### src/rtl/em4100_framer.sv
// EM4100-style 64-bit frame serialiser: header, row-parity data rows, column parity, stop bit.
// Build option: EM4100_FRAMER_REPEAT_EN makes the block retransmit the latched ID back-to-back forever.
module em4100_framer #(
  parameter logic IDLE_BIT = 1'b0
) (
  input  logic        clk,
  input  logic        rst_n,
  input  logic [39:0] id_data,
  input  logic        load,
  output logic        ready,
  output logic        ser_data,
  output logic        frame_start,
  output logic        busy
);

  // state  | meaning
  // IDLE   | no frame, ser_data = IDLE_BIT
  // HEADER | 9 header ones
  // DATA   | 10 rows of 4 data bits + even row parity
  // COLPAR | 4 column parity bits
  // STOP   | single 0 stop bit, new ID may be accepted here
  typedef enum logic [2:0] {
    S_IDLE,
    S_HEADER,
    S_DATA,
    S_COLPAR,
    S_STOP
  } state_t;

  state_t      state, state_nx;
  logic [3:0]  bit_cnt, bit_nx;
  logic [3:0]  row_cnt, row_nx;
  logic [39:0] id_q, id_nx;
  logic [39:0] id_shift;
  logic [3:0]  nib;
  logic [3:0]  col_par;
  logic        ser_nx;
  logic        accept;

  assign ready  = (state == S_IDLE) || (state == S_STOP);
  assign accept = ready && load;

  always_comb begin
    col_par = '0;
    for (int r = 0; r < 10; r++) begin
      col_par = col_par ^ id_q[39 - 4*r -: 4];
    end
  end

  always_comb begin
    state_nx = state;
    bit_nx   = bit_cnt;
    row_nx   = row_cnt;
    id_nx    = id_q;
    case (state)
      S_IDLE: begin
        if (accept) begin
          state_nx = S_HEADER;
          bit_nx   = 4'd0;
          row_nx   = 4'd0;
          id_nx    = id_data;
        end
      end
      S_HEADER: begin
        if (bit_cnt == 4'd8) begin
          state_nx = S_DATA;
          bit_nx   = 4'd0;
          row_nx   = 4'd0;
        end else begin
          bit_nx = bit_cnt + 4'd1;
        end
      end
      S_DATA: begin
        if (bit_cnt == 4'd4) begin
          bit_nx = 4'd0;
          if (row_cnt == 4'd9) begin
            state_nx = S_COLPAR;
            row_nx   = 4'd0;
          end else begin
            row_nx = row_cnt + 4'd1;
          end
        end else begin
          bit_nx = bit_cnt + 4'd1;
        end
      end
      S_COLPAR: begin
        if (bit_cnt == 4'd3) begin
          state_nx = S_STOP;
          bit_nx   = 4'd0;
          row_nx   = 4'd0;
        end else begin
          bit_nx = bit_cnt + 4'd1;
        end
      end
      S_STOP: begin
        bit_nx = 4'd0;
        row_nx = 4'd0;
        if (accept) begin
          state_nx = S_HEADER;
          id_nx    = id_data;
        end else begin
`ifdef EM4100_FRAMER_REPEAT_EN
          state_nx = S_HEADER;
`else
          state_nx = S_IDLE;
`endif
        end
      end
      default: begin
        state_nx = S_IDLE;
        bit_nx   = 4'd0;
        row_nx   = 4'd0;
      end
    endcase
  end

  // Output bit is derived from the next position so ser_data is registered with the state.
  always_comb begin
    id_shift = id_q << {row_nx, 2'b00};
    nib      = id_shift[39:36];
    ser_nx   = IDLE_BIT;
    case (state_nx)
      S_IDLE:   ser_nx = IDLE_BIT;
      S_HEADER: ser_nx = 1'b1;
      S_DATA:   ser_nx = (bit_nx == 4'd4) ? ^nib : nib[2'd3 - bit_nx[1:0]];
      S_COLPAR: ser_nx = col_par[2'd3 - bit_nx[1:0]];
      S_STOP:   ser_nx = 1'b0;
      default:  ser_nx = IDLE_BIT;
    endcase
  end

  always_ff @(posedge clk or negedge rst_n) begin
    if (!rst_n) begin
      state       <= S_IDLE;
      bit_cnt     <= 4'd0;
      row_cnt     <= 4'd0;
      id_q        <= '0;
      ser_data    <= IDLE_BIT;
      frame_start <= 1'b0;
      busy        <= 1'b0;
    end else begin
      state       <= state_nx;
      bit_cnt     <= bit_nx;
      row_cnt     <= row_nx;
      id_q        <= id_nx;
      ser_data    <= ser_nx;
      frame_start <= (state_nx == S_HEADER) && (bit_nx == 4'd0);
      busy        <= (state_nx != S_IDLE);
    end
  end

endmodule

### config.mk
export PLATFORM = sky130hd
export DESIGN_NAME = em4100_framer
export DESIGN_NICKNAME = d
export VERILOG_FILES = /design/src/rtl/em4100_framer.sv
export SDC_FILE = /design/constraint.sdc
export NUM_CORES = 1
export LEC_CHECK = 0
export ABC_AREA = 1
export CAP_MARGIN = 15
export CORE_MARGIN = 8
export CORE_UTILIZATION = 59
export DETAILED_ROUTE_END_ITERATION = 16
export GPL_ROUTABILITY_DRIVEN = 0
export PLACE_DENSITY = 0.85
export REMOVE_ABC_BUFFERS = 1
export SLEW_MARGIN = 30
export SYNTH_ARGS = -nofsm -noshare
export SYNTH_HDL_FRONTEND = slang
export SYNTH_SLANG_ARGS = --single-unit
### constraint.sdc
create_clock -name clk -period 6.7 [get_ports clk]
set_clock_uncertainty 0.2 [all_clocks]
set_input_delay 2.01 -clock clk [delete_from_list [all_inputs] [get_ports clk]]
set_output_delay 2.01 -clock clk [all_outputs]
set_load 0.02 [all_outputs]
==> results of run 1 <==
-- area by class of cell --
type	count	area [sq um]
Clock buffer	6	82.6
Fill cell	435	1600
Inverter	50	188
Multi-Input combinational cell	284	1660
Sequential cell	54	1350
Tap cell	72	90.1
Timing Repair Buffer	48	470
-- cell usage in the layout (no fill, tap or decap), types with 3 or more instances in the layout --
cell type / n
nor2_1: 36
inv_2: 5
dfrtp_1: 54
nand3b_1: 12
nand3_1: 56
xor2_1: 12
mux2_2: 18
inv_1: 45
nand2_1: 67
nor3_1: 3
xnor2_1: 24
clkdlybuf4s50_1: 45
a21oi_1: 29
ha_1: 4
clkbuf_8: 6
nand2_2: 3
o21ai_0: 5
o21ai_2: 3
-- power breakdown --
group / internal, mW / switching [mW]
Clock: 0.0800 / 0.0977
Sequential: 0.326 / 0
Combinational: 0.0214 / 0.00918
Total: 0.427 / 0.107
-- final timing paths --
path / startpoint / cells past startpoint / endpoint / slack [ns]
min reg2reg: id_q[30]$_DFFE_PN0P_ / 2 / id_q[30]$_DFFE_PN0P_ / 0.36
min in group asynchronous: rst_n / 2 / id_q[15]$_DFFE_PN0P_ / 1.63
max: load / 17 / ser_data$_DFF_PN0_ / 2.23
max in group asynchronous: rst_n / 2 / frame_start$_DFF_PN0_ / 4.24
max reg2reg: bit_cnt[0]$_DFF_PN0_ / 18 / ser_data$_DFF_PN0_ / 3.27
min: id_q[30]$_DFFE_PN0P_ / 2 / id_q[30]$_DFFE_PN0P_ / 0.36
-- tightest hold or removal path: cells and delay by family, from the launching register on --
kind | cells | cell delay, ns
buffers and inverters | 1 | 0.08
AO/OA/AOI/OAI | 1 | 0.06
flip-flops | 1 | 0.40
-- logic make-up (layout without fill, tap and decap cells) --
group / count (synthesis) / in the layout / synth area share
buffers and inverters: 63 / 104 / 0.0821
multiplexers: 18 / 18 / 0.0618
AND/OR/NAND/NOR: 184 / 184 / 0.259
AO/OA/AOI/OAI: 42 / 42 / 0.0733
flip-flops: 54 / 54 / 0.412
XOR/XNOR: 36 / 36 / 0.0962
adder cells (fa/ha/maj): 4 / 4 / 0.0153
-- state kept, by name, indices dropped and copies added (netlist names) --
signal / cells
state: 3
frame_start: 1
busy: 1
ser_data: 1
row_cnt: 4
bit_cnt: 4
id_q: 40
-- metal layers --
layer,share of wire,vias up
li1,-,1369
met1,0.42,1293
met2,0.51,66
met3,0.048,9
met4,0.012,0
met5,0,-
==> run metrics, run 1 <==
outcome completed; Bufs and invs on worst path 2; crit path cell chain clkdlybuf4s50_1 > nand3b_1 > nand3_2 > nand2_2 > nand2_2 > nand2_1 > nand3_1 > nand3_1 > nand3_1 > nand2_1 > inv_1 > nand2_1 > nand2_1 > nand2_1 > nand3_1 > nand2_1 > nand2_1; Pleak 1.84 nW; vias per cell 5.32; pre-CTS WS 1.93 ns; Routed Antenna Nets 0; Clock Sinks 54; DRT Wirelength 6910 microns; CTS tree built; CP Data Required Time 6.70 ns; post-synth top area share 0.412; worst-margin pin slew 0.808 ns; CTS H-Tree Depth 2; Worst setup EP type flip-flop; Hold WC Path Type reg2reg; CP peak stage delay 0.49 ns; Min Hold Slack 0.362 ns; Congestion Overflow GR 0; peak supply drop 0.131 mV; initial DRC count 180; Fmax achieved 224 MHz; nets 490; DP HPWL 5230 microns; CP Class in2reg; Primary FF master, synth dfrtp_1; Seq/Total Area, Yosys 0.412; vias in the first global route 2811; CP top delay family simple AND/OR/NAND/NOR gates; cell repeated most along the worst path nand2_1; GRT met1 Usage 0.201; Pwr Total 0.534 mW; Starting Density 0.603; Synth async-reset ratio 1.00; Clock Latency Late Sink 0.30 ns; die area 8200 sq um; post-synth top area cell dfrtp_1; placed insts 508; Final min period 4.47 ns; FF+latch count, synth 54; Reg clk slew, reported paths 0.09 ns; critical path's slowest cell clkdlybuf4s50_1; antenna violations before repair 0; root buffer cell clkbuf_8; Tcrit/Tclk final 0.667; CTS resizes 0; max-slew violation count 0; final setup fails 0; fin area 3840 sq um; All-Layer GR Usage 0.173; FP Rows 27; PortBufs 46; Avg WL per Cell 13.4 microns; # Max-Cap Violations 0; Distinct cells, synth 30; DRT Pass-1 Iters 4; first-pass GRT wire length 12100 microns; IO Count 47; synthesized area per cell 8.17 sq um; die width 90.5 microns; busiest grt layer met2; number of flops mapped to enable cells by yosys 0; crit start category primary input; core area 5440 sq um; Commonest cells post-synth nand2_1, nand3_1, dfrtp_1, inv_1, nor2_1; deepest clock path buffer count 2; top post-synthesis cells by area dfrtp_1, nand3_1, nand2_1, xnor2_1, mux2_2; cell count after synthesis 401; total number of vias 2737; most common cell in the netlist nand2_1; met3 usage 0.0324; P&R area growth vs syn 17.2%; Post-DP Area 3760 sq um; total CTS buffers 5; crit path DAT 4.47 ns; Setup WS post-layout 2.23 ns; fin cells 514; Netlist Area Pre-Place 3280 sq um; DRC Markers 0; largest net degree at the start of global routing 63; met2 global-route usage 0.312; Die Span Y 90.5 microns; Final Util 0.706; Hold-fix buffers, CTS 0; Power Density 139 nW/um^2; ANT cells 0; RSZ-0062 raised after global routing false; Hold Vio Cnt, Final 0; CP Max Fanout 21; Slew Limit Headroom 0.460; Final TNS setup 0 ns; yosys warns 0; setup bufs post-CTS 0; share of cells above drive strength 1 0.0995
Power figures use the tool's default switching activity.
==> inputs of run 2 (changes only) <==
--- a/config.mk
+++ b/config.mk
@@ -8,10 +8,10 @@
 export ABC_AREA = 1
 export CAP_MARGIN = 15
 export CORE_MARGIN = 8
-export CORE_UTILIZATION = 59
+export CORE_UTILIZATION = 55
 export DETAILED_ROUTE_END_ITERATION = 16
 export GPL_ROUTABILITY_DRIVEN = 0
-export PLACE_DENSITY = 0.85
+export PLACE_DENSITY = 0.8
 export REMOVE_ABC_BUFFERS = 1
 export SLEW_MARGIN = 30
 export SYNTH_ARGS = -nofsm -noshare
==> constraint.sdc (replaced) <==
create_clock -name clk -period 4.7 [get_ports clk]
set_clock_uncertainty 0.2 [all_clocks]
set_input_delay 1.41 -clock clk [delete_from_list [all_inputs] [get_ports clk]]
set_output_delay 1.41 -clock clk [all_outputs]
set_load 0.02 [all_outputs]
==> run metrics, run 2 (same netlist as run 1, synthesis figures left out) <==
outcome completed; critical path's slowest cell clkdlybuf4s50_1; Pwr Total 0.750 mW (+41%); FP Rows 28 (+3.7%); DP HPWL 5280 microns (+0.90%); Worst setup EP type flip-flop; total CTS buffers 5 (unchanged); Starting Density 0.560 (-0.0424); fin cells 518 (+0.78%); die width 93.2 microns (+2.9%); nets 490 (unchanged); Fmax achieved 258 MHz; ANT cells 0 (unchanged); hold_sp id_q[12]$_DFFE_PN0P_; CTS H-Tree Depth 2 (unchanged); CP Class in2reg; Clock Latency Late Sink 0.30 ns (about the same); vias per cell 5.32 (-0.12%); vias in the first global route 2786 (-0.89%); die area 8690 sq um (+6.0%); # Max-Cap Violations 0 (unchanged); Routed Antenna Nets 0 (unchanged); Reg clk slew, reported paths 0.09 ns (about the same); placed insts 511 (+0.59%); root buffer cell clkbuf_8; biggest regs id_q: 40 flops, bit_cnt: 4 flops, row_cnt: 4 flops; CTS tree built; Min Hold Slack 0.361 ns (-0.00105 ns); Hold Vio Cnt, Final 0 (unchanged); All-Layer GR Usage 0.167 (-0.00595); RSZ-0062 raised after global routing false; leading cell types in the layout, fill and taps excluded nand2_1, nand3_1, dfrtp_1; DRC Markers 0 (unchanged); Hold-fix buffers, CTS 0 (unchanged); IO Count 47 (unchanged); Final Util 0.656 (-0.0501); P&R area growth vs syn 17.1% (about the same); DRT Wirelength 6830 microns (-1.2%); Final min period 3.88 ns; CP Data Required Time 4.70 ns (-2.00 ns); Power Density 195 nW/um^2 (+41%); Biggest register id_q; worst-margin pin slew 0.838 ns (+0.0301 ns); core area 5850 sq um (+7.6%); total number of vias 2755 (+0.66%); Die Span Y 93.2 microns (+2.9%); deepest clock path buffer count 2 (unchanged); Setup WS post-layout 0.819 ns (-1.41 ns); Pleak 1.84 nW (-0.26%); initial DRC count 188 (+4.4%); largest net degree at the start of global routing 63 (unchanged); Tcrit/Tclk final 0.826; crit path DAT 3.89 ns (-0.58 ns); setup bufs post-CTS 0 (unchanged); PortBufs 46 (unchanged); crit start category primary input; Clock Sinks 54 (unchanged); fin area 3840 sq um (about the same); Hold WC Path Type reg2reg; max reg flops 40 (unchanged); CTS resizes 0 (unchanged); crit path cell chain clkdlybuf4s50_1 > nand3b_1 > nand3_2 > nand2_2 > nand2_2 > nand2_1 > nand3_1 > nand3_1 > nand3_1 > nand2_1 > inv_1 > nand2_1 > nand2_1 > nand2_1 > nand3_1 > nand2_1 > nand2_1; pre-CTS WS 0.512 ns (-1.42 ns); final setup fails 0 (unchanged); share of cells above drive strength 1 0.0971 (-0.00248); first-pass GRT wire length 12100 microns (about the same); Post-DP Area 3760 sq um (about the same); Final TNS setup 0 ns (unchanged); CP Max Fanout 21 (unchanged); peak supply drop 0.158 mV (+20%); Avg WL per Cell 13.2 microns (-2.0%); leading cell type in the layout, fill and taps excluded nand2_1; CP peak stage delay 0.49 ns (about the same); antenna violations before repair 0 (unchanged); Congestion Overflow GR 0 (unchanged); r2r startpoint bit_cnt[0]$_DFF_PN0_; crit path launch load; Slew Limit Headroom 0.440 (-0.0201); max-slew violation count 0 (unchanged); cell repeated most along the worst path nand2_1; DRT Pass-1 Iters 4 (unchanged)
[run 2: changes by cell type in the layout (fill, tap and decap cells not counted), sizes merged]
cell    change
clkbuf      +1
[run 2: power breakdown]
group / internal, mW / leakage (nW) / switching, mW
Clock: 0.103 / 0.0383 / 0.139
Sequential: 0.464 / 0.610 / 0
Combinational: 0.0305 / 1.19 / 0.0132
[run 2: worst paths after layout]
path / cells past startpoint / slack, ns / endpoint
hold / removal: 1 / 0.36 / id_q[12]$_DFFE_PN0P_
hold reg to reg: 1 / 0.36 / id_q[12]$_DFFE_PN0P_
setup / recovery: 17 / 0.82 / ser_data$_DFF_PN0_
min in group asynchronous: 1 / 0.92 / id_q[8]$_DFFE_PN0P_
max in group asynchronous: 2 / 2.62 / id_q[6]$_DFFE_PN0P_
setup reg to reg: 18 / 1.27 / ser_data$_DFF_PN0_
[run 2: per-layer routing]
metal  track usage  share of wire
met5             0              0
met4        0.0604          0.019
met3        0.0393          0.052
met2         0.282           0.48
met1         0.204           0.45
[run 2: worst max-delay path, delay by kind of cell]
family	cells	cell delay [ns]
simple gates	15	1.89
buf+inv	2	0.57
[run 2: area by class of cell]
| cell class | instances | area (sq um) |
|---|---|---|
| clock buffer | 7 | 76.3 |
| timing repair buffer | 48 | 470 |
| fill | 504 | 2010 |
| tap | 75 | 93.8 |
| sequential | 54 | 1350 |
| multi-input combinational | 284 | 1660 |
| inverter | 50 | 188 |
==> inputs of run 3 (changes only) <==
--- a/config.mk
+++ b/config.mk
@@ -8,10 +8,10 @@
 export ABC_AREA = 1
 export CAP_MARGIN = 15
 export CORE_MARGIN = 8
-export CORE_UTILIZATION = 55
+export CORE_UTILIZATION = 50
 export DETAILED_ROUTE_END_ITERATION = 16
 export GPL_ROUTABILITY_DRIVEN = 0
-export PLACE_DENSITY = 0.8
+export PLACE_DENSITY = 0.77
 export REMOVE_ABC_BUFFERS = 1
 export SLEW_MARGIN = 30
 export SYNTH_ARGS = -nofsm -noshare
==> constraint.sdc (replaced) <==
create_clock -name clk -period 3.3 [get_ports clk]
set_clock_uncertainty 0.2 [all_clocks]
set_input_delay 0.99 -clock clk [delete_from_list [all_inputs] [get_ports clk]]
set_output_delay 0.99 -clock clk [all_outputs]
set_load 0.02 [all_outputs]
==> run metrics, run 3 (same netlist as run 1, synthesis figures left out) <==
outcome completed; root buffer cell clkbuf_8; CP Class in2reg; Tcrit/Tclk final 0.901; share of cells above drive strength 1 0.113 (+0.0163); first-pass GRT wire length 12200 microns (+1.4%); die area 9400 sq um (+8.3%); Pleak 1.90 nW (+3.4%); critical path's slowest cell clkdlybuf4s50_1; DP HPWL 5440 microns (+3.0%); Starting Density 0.516 (-0.0441); CP Data Required Time 3.30 ns (-1.40 ns); Min Hold Slack 0.358 ns (-0.00276 ns); max-slew violation count 0 (unchanged); Routed Antenna Nets 0 (unchanged); Filler cells 524 (+4.0%); Hold WC Path Type reg2reg; CP peak stage delay 0.48 ns (about the same); Congestion Overflow GR 0 (unchanged); CP Max Fanout 21 (unchanged); leading cell type in the layout, fill and taps excluded nand2_1; Hold-fix buffers, CTS 0 (unchanged); Power Density 278 nW/um^2 (+42%); RSZ-0062 raised after global routing false; Die Span Y 97.0 microns (+4.0%); DRC Markers 0 (unchanged); Final TNS setup 0 ns (unchanged); CP top delay family simple AND/OR/NAND/NOR gates; Reg clk slew, reported paths 0.09 ns (about the same); Fmax achieved 337 MHz; antenna violations before repair 0 (unchanged); Hold Vio Cnt, Final 0 (unchanged); # Max-Cap Violations 0 (unchanged); Clock Sinks 54 (unchanged); worst-margin pin slew 0.657 ns (-0.181 ns); Reg area 1350 sq um (unchanged); leading cell types in the layout, fill and taps excluded nand2_1, nand3_1, dfrtp_1; initial DRC count 124 (-34%); IO Count 47 (unchanged); Worst setup EP type flip-flop; area of the multi-input gates 1660 sq um (unchanged); crit path cell chain clkdlybuf4s50_1 > nand3b_1 > nand3_2 > nand2_2 > nand2_2 > buf_12 > nand2_1 > nand3_1 > nand3_1 > nand3_1 > nand2_1 > inv_1 > nand2_1 > nand2_1 > nand2_1 > nand3_1 > nand2_1 > nand2_1; PortBufs 46 (unchanged); max reg flops 40 (unchanged); pre-CTS WS 0.00892 ns (-0.503 ns); Setup WS post-layout 0.328 ns (-0.490 ns); crit start category primary input; ANT cells 0 (unchanged); die width 97.0 microns (+4.0%); FP Rows 29 (+3.6%); total CTS buffers 5 (unchanged); nets 496 (+1.2%); CTS tree built; Bufs and invs on worst path 3 (+1); Slew Limit Headroom 0.562 (+0.123); All-Layer GR Usage 0.151 (-0.0164); crit path DAT 2.97 ns (-0.92 ns); biggest regs id_q: 40 flops, bit_cnt: 4 flops, row_cnt: 4 flops; total number of vias 2734 (-0.76%); P&R area growth vs syn 20.6%; CTS H-Tree Depth 2 (unchanged); setup bufs post-CTS 0 (unchanged); vias in the first global route 2744 (-1.5%); deepest clock path buffer count 2 (unchanged); vias per cell 5.19 (-2.5%); DRT Wirelength 7030 microns (+3.0%); CTS resizes 0 (unchanged); core area 6350 sq um (+8.5%); final setup fails 0 (unchanged); Clock Latency Late Sink 0.31 ns (about the same); R2R Setup Slk 0.42 ns (-0.85 ns); DRT Pass-1 Iters 4 (unchanged); Avg WL per Cell 13.3 microns (+1.2%); cell repeated most along the worst path nand2_1; peak supply drop 0.203 mV (+28%); Biggest register id_q; Final min period 2.97 ns; largest net degree at the start of global routing 38 (-40%)
==> run 3: final timing paths <==
| path | end | start | cells past startpoint |
|---|---|---|---|
| max | ser_data$_DFF_PN0_ | load | 18 |
| min | id_q[8]$_DFFE_PN0P_ | id_q[8]$_DFFE_PN0P_ | 2 |
| max reg2reg | ser_data$_DFF_PN0_ | bit_cnt[0]$_DFF_PN0_ | 18 |
| min reg2reg | id_q[8]$_DFFE_PN0P_ | id_q[8]$_DFFE_PN0P_ | 2 |
| max in group asynchronous | id_q[37]$_DFFE_PN0P_ | rst_n | 2 |
| min in group asynchronous | id_q[2]$_DFFE_PN0P_ | rst_n | 1 |
==> run 3: per-stage QoR <==
stage / cells / util / area (sq um) / power, mW
2_1_floorplan: 388 / - / 3200 / 0.675
3_3_place_gp: 519 / 0.608 / 3860 / 0.739
3_5_place_dp: 519 / 0.608 / 3860 / 0.739
4_1_cts: 527 / 0.622 / 3950 / 1.11
5_1_grt: 527 / 0.622 / 3950 / 1.14
6_report: 527 / 0.622 / 3950 / 1.10
==> run 3: power by group <==
group	switching [mW]	total, mW	internal [mW]
clock	0.206	0.375	0.170
sequential	0	0.661	0.661
combinational	0.0187	0.0636	0.0449
==> run 3: worst reg2reg max path: stages, from the launching register on <==
cell and delay (ns):
dfrtp_1 0.44, inv_1 0.08, ha_1 0.18, nand3_2 0.14, inv_1 0.18, nand2_1 0.07
nand3_1 0.30, buf_4 0.28, nand3_1 0.12, nand3_1 0.09, nand3_1 0.08, nand3_1 0.08
nand2_1 0.09, nand2_1 0.08, nand3_1 0.07, nor2_1 0.12, nor2_1 0.06, nand2_1 0.06
nand2_1 0.04
==> run 3: cell type report <==
cell class,instances,share of cell area
repair buffers,54,0.143
well taps,77,0.0244
multi-input cells,284,0.420
inverters,50,0.0475
flip-flops and latches,54,0.342
clock inverters,1,0.00127
clock buffers,7,0.0218
==> run 3: routing by layer <==
| metal | vias up | global-route usage | share of wire |
|---|---|---|---|
| li1 | 1387 | - | - |
| met1 | 1297 | 0.182 | 0.46 |
| met2 | 43 | 0.263 | 0.51 |
| met3 | 7 | 0.0292 | 0.026 |
| met4 | 0 | 0.0473 | 0.011 |
| met5 | - | 0 | 0 |
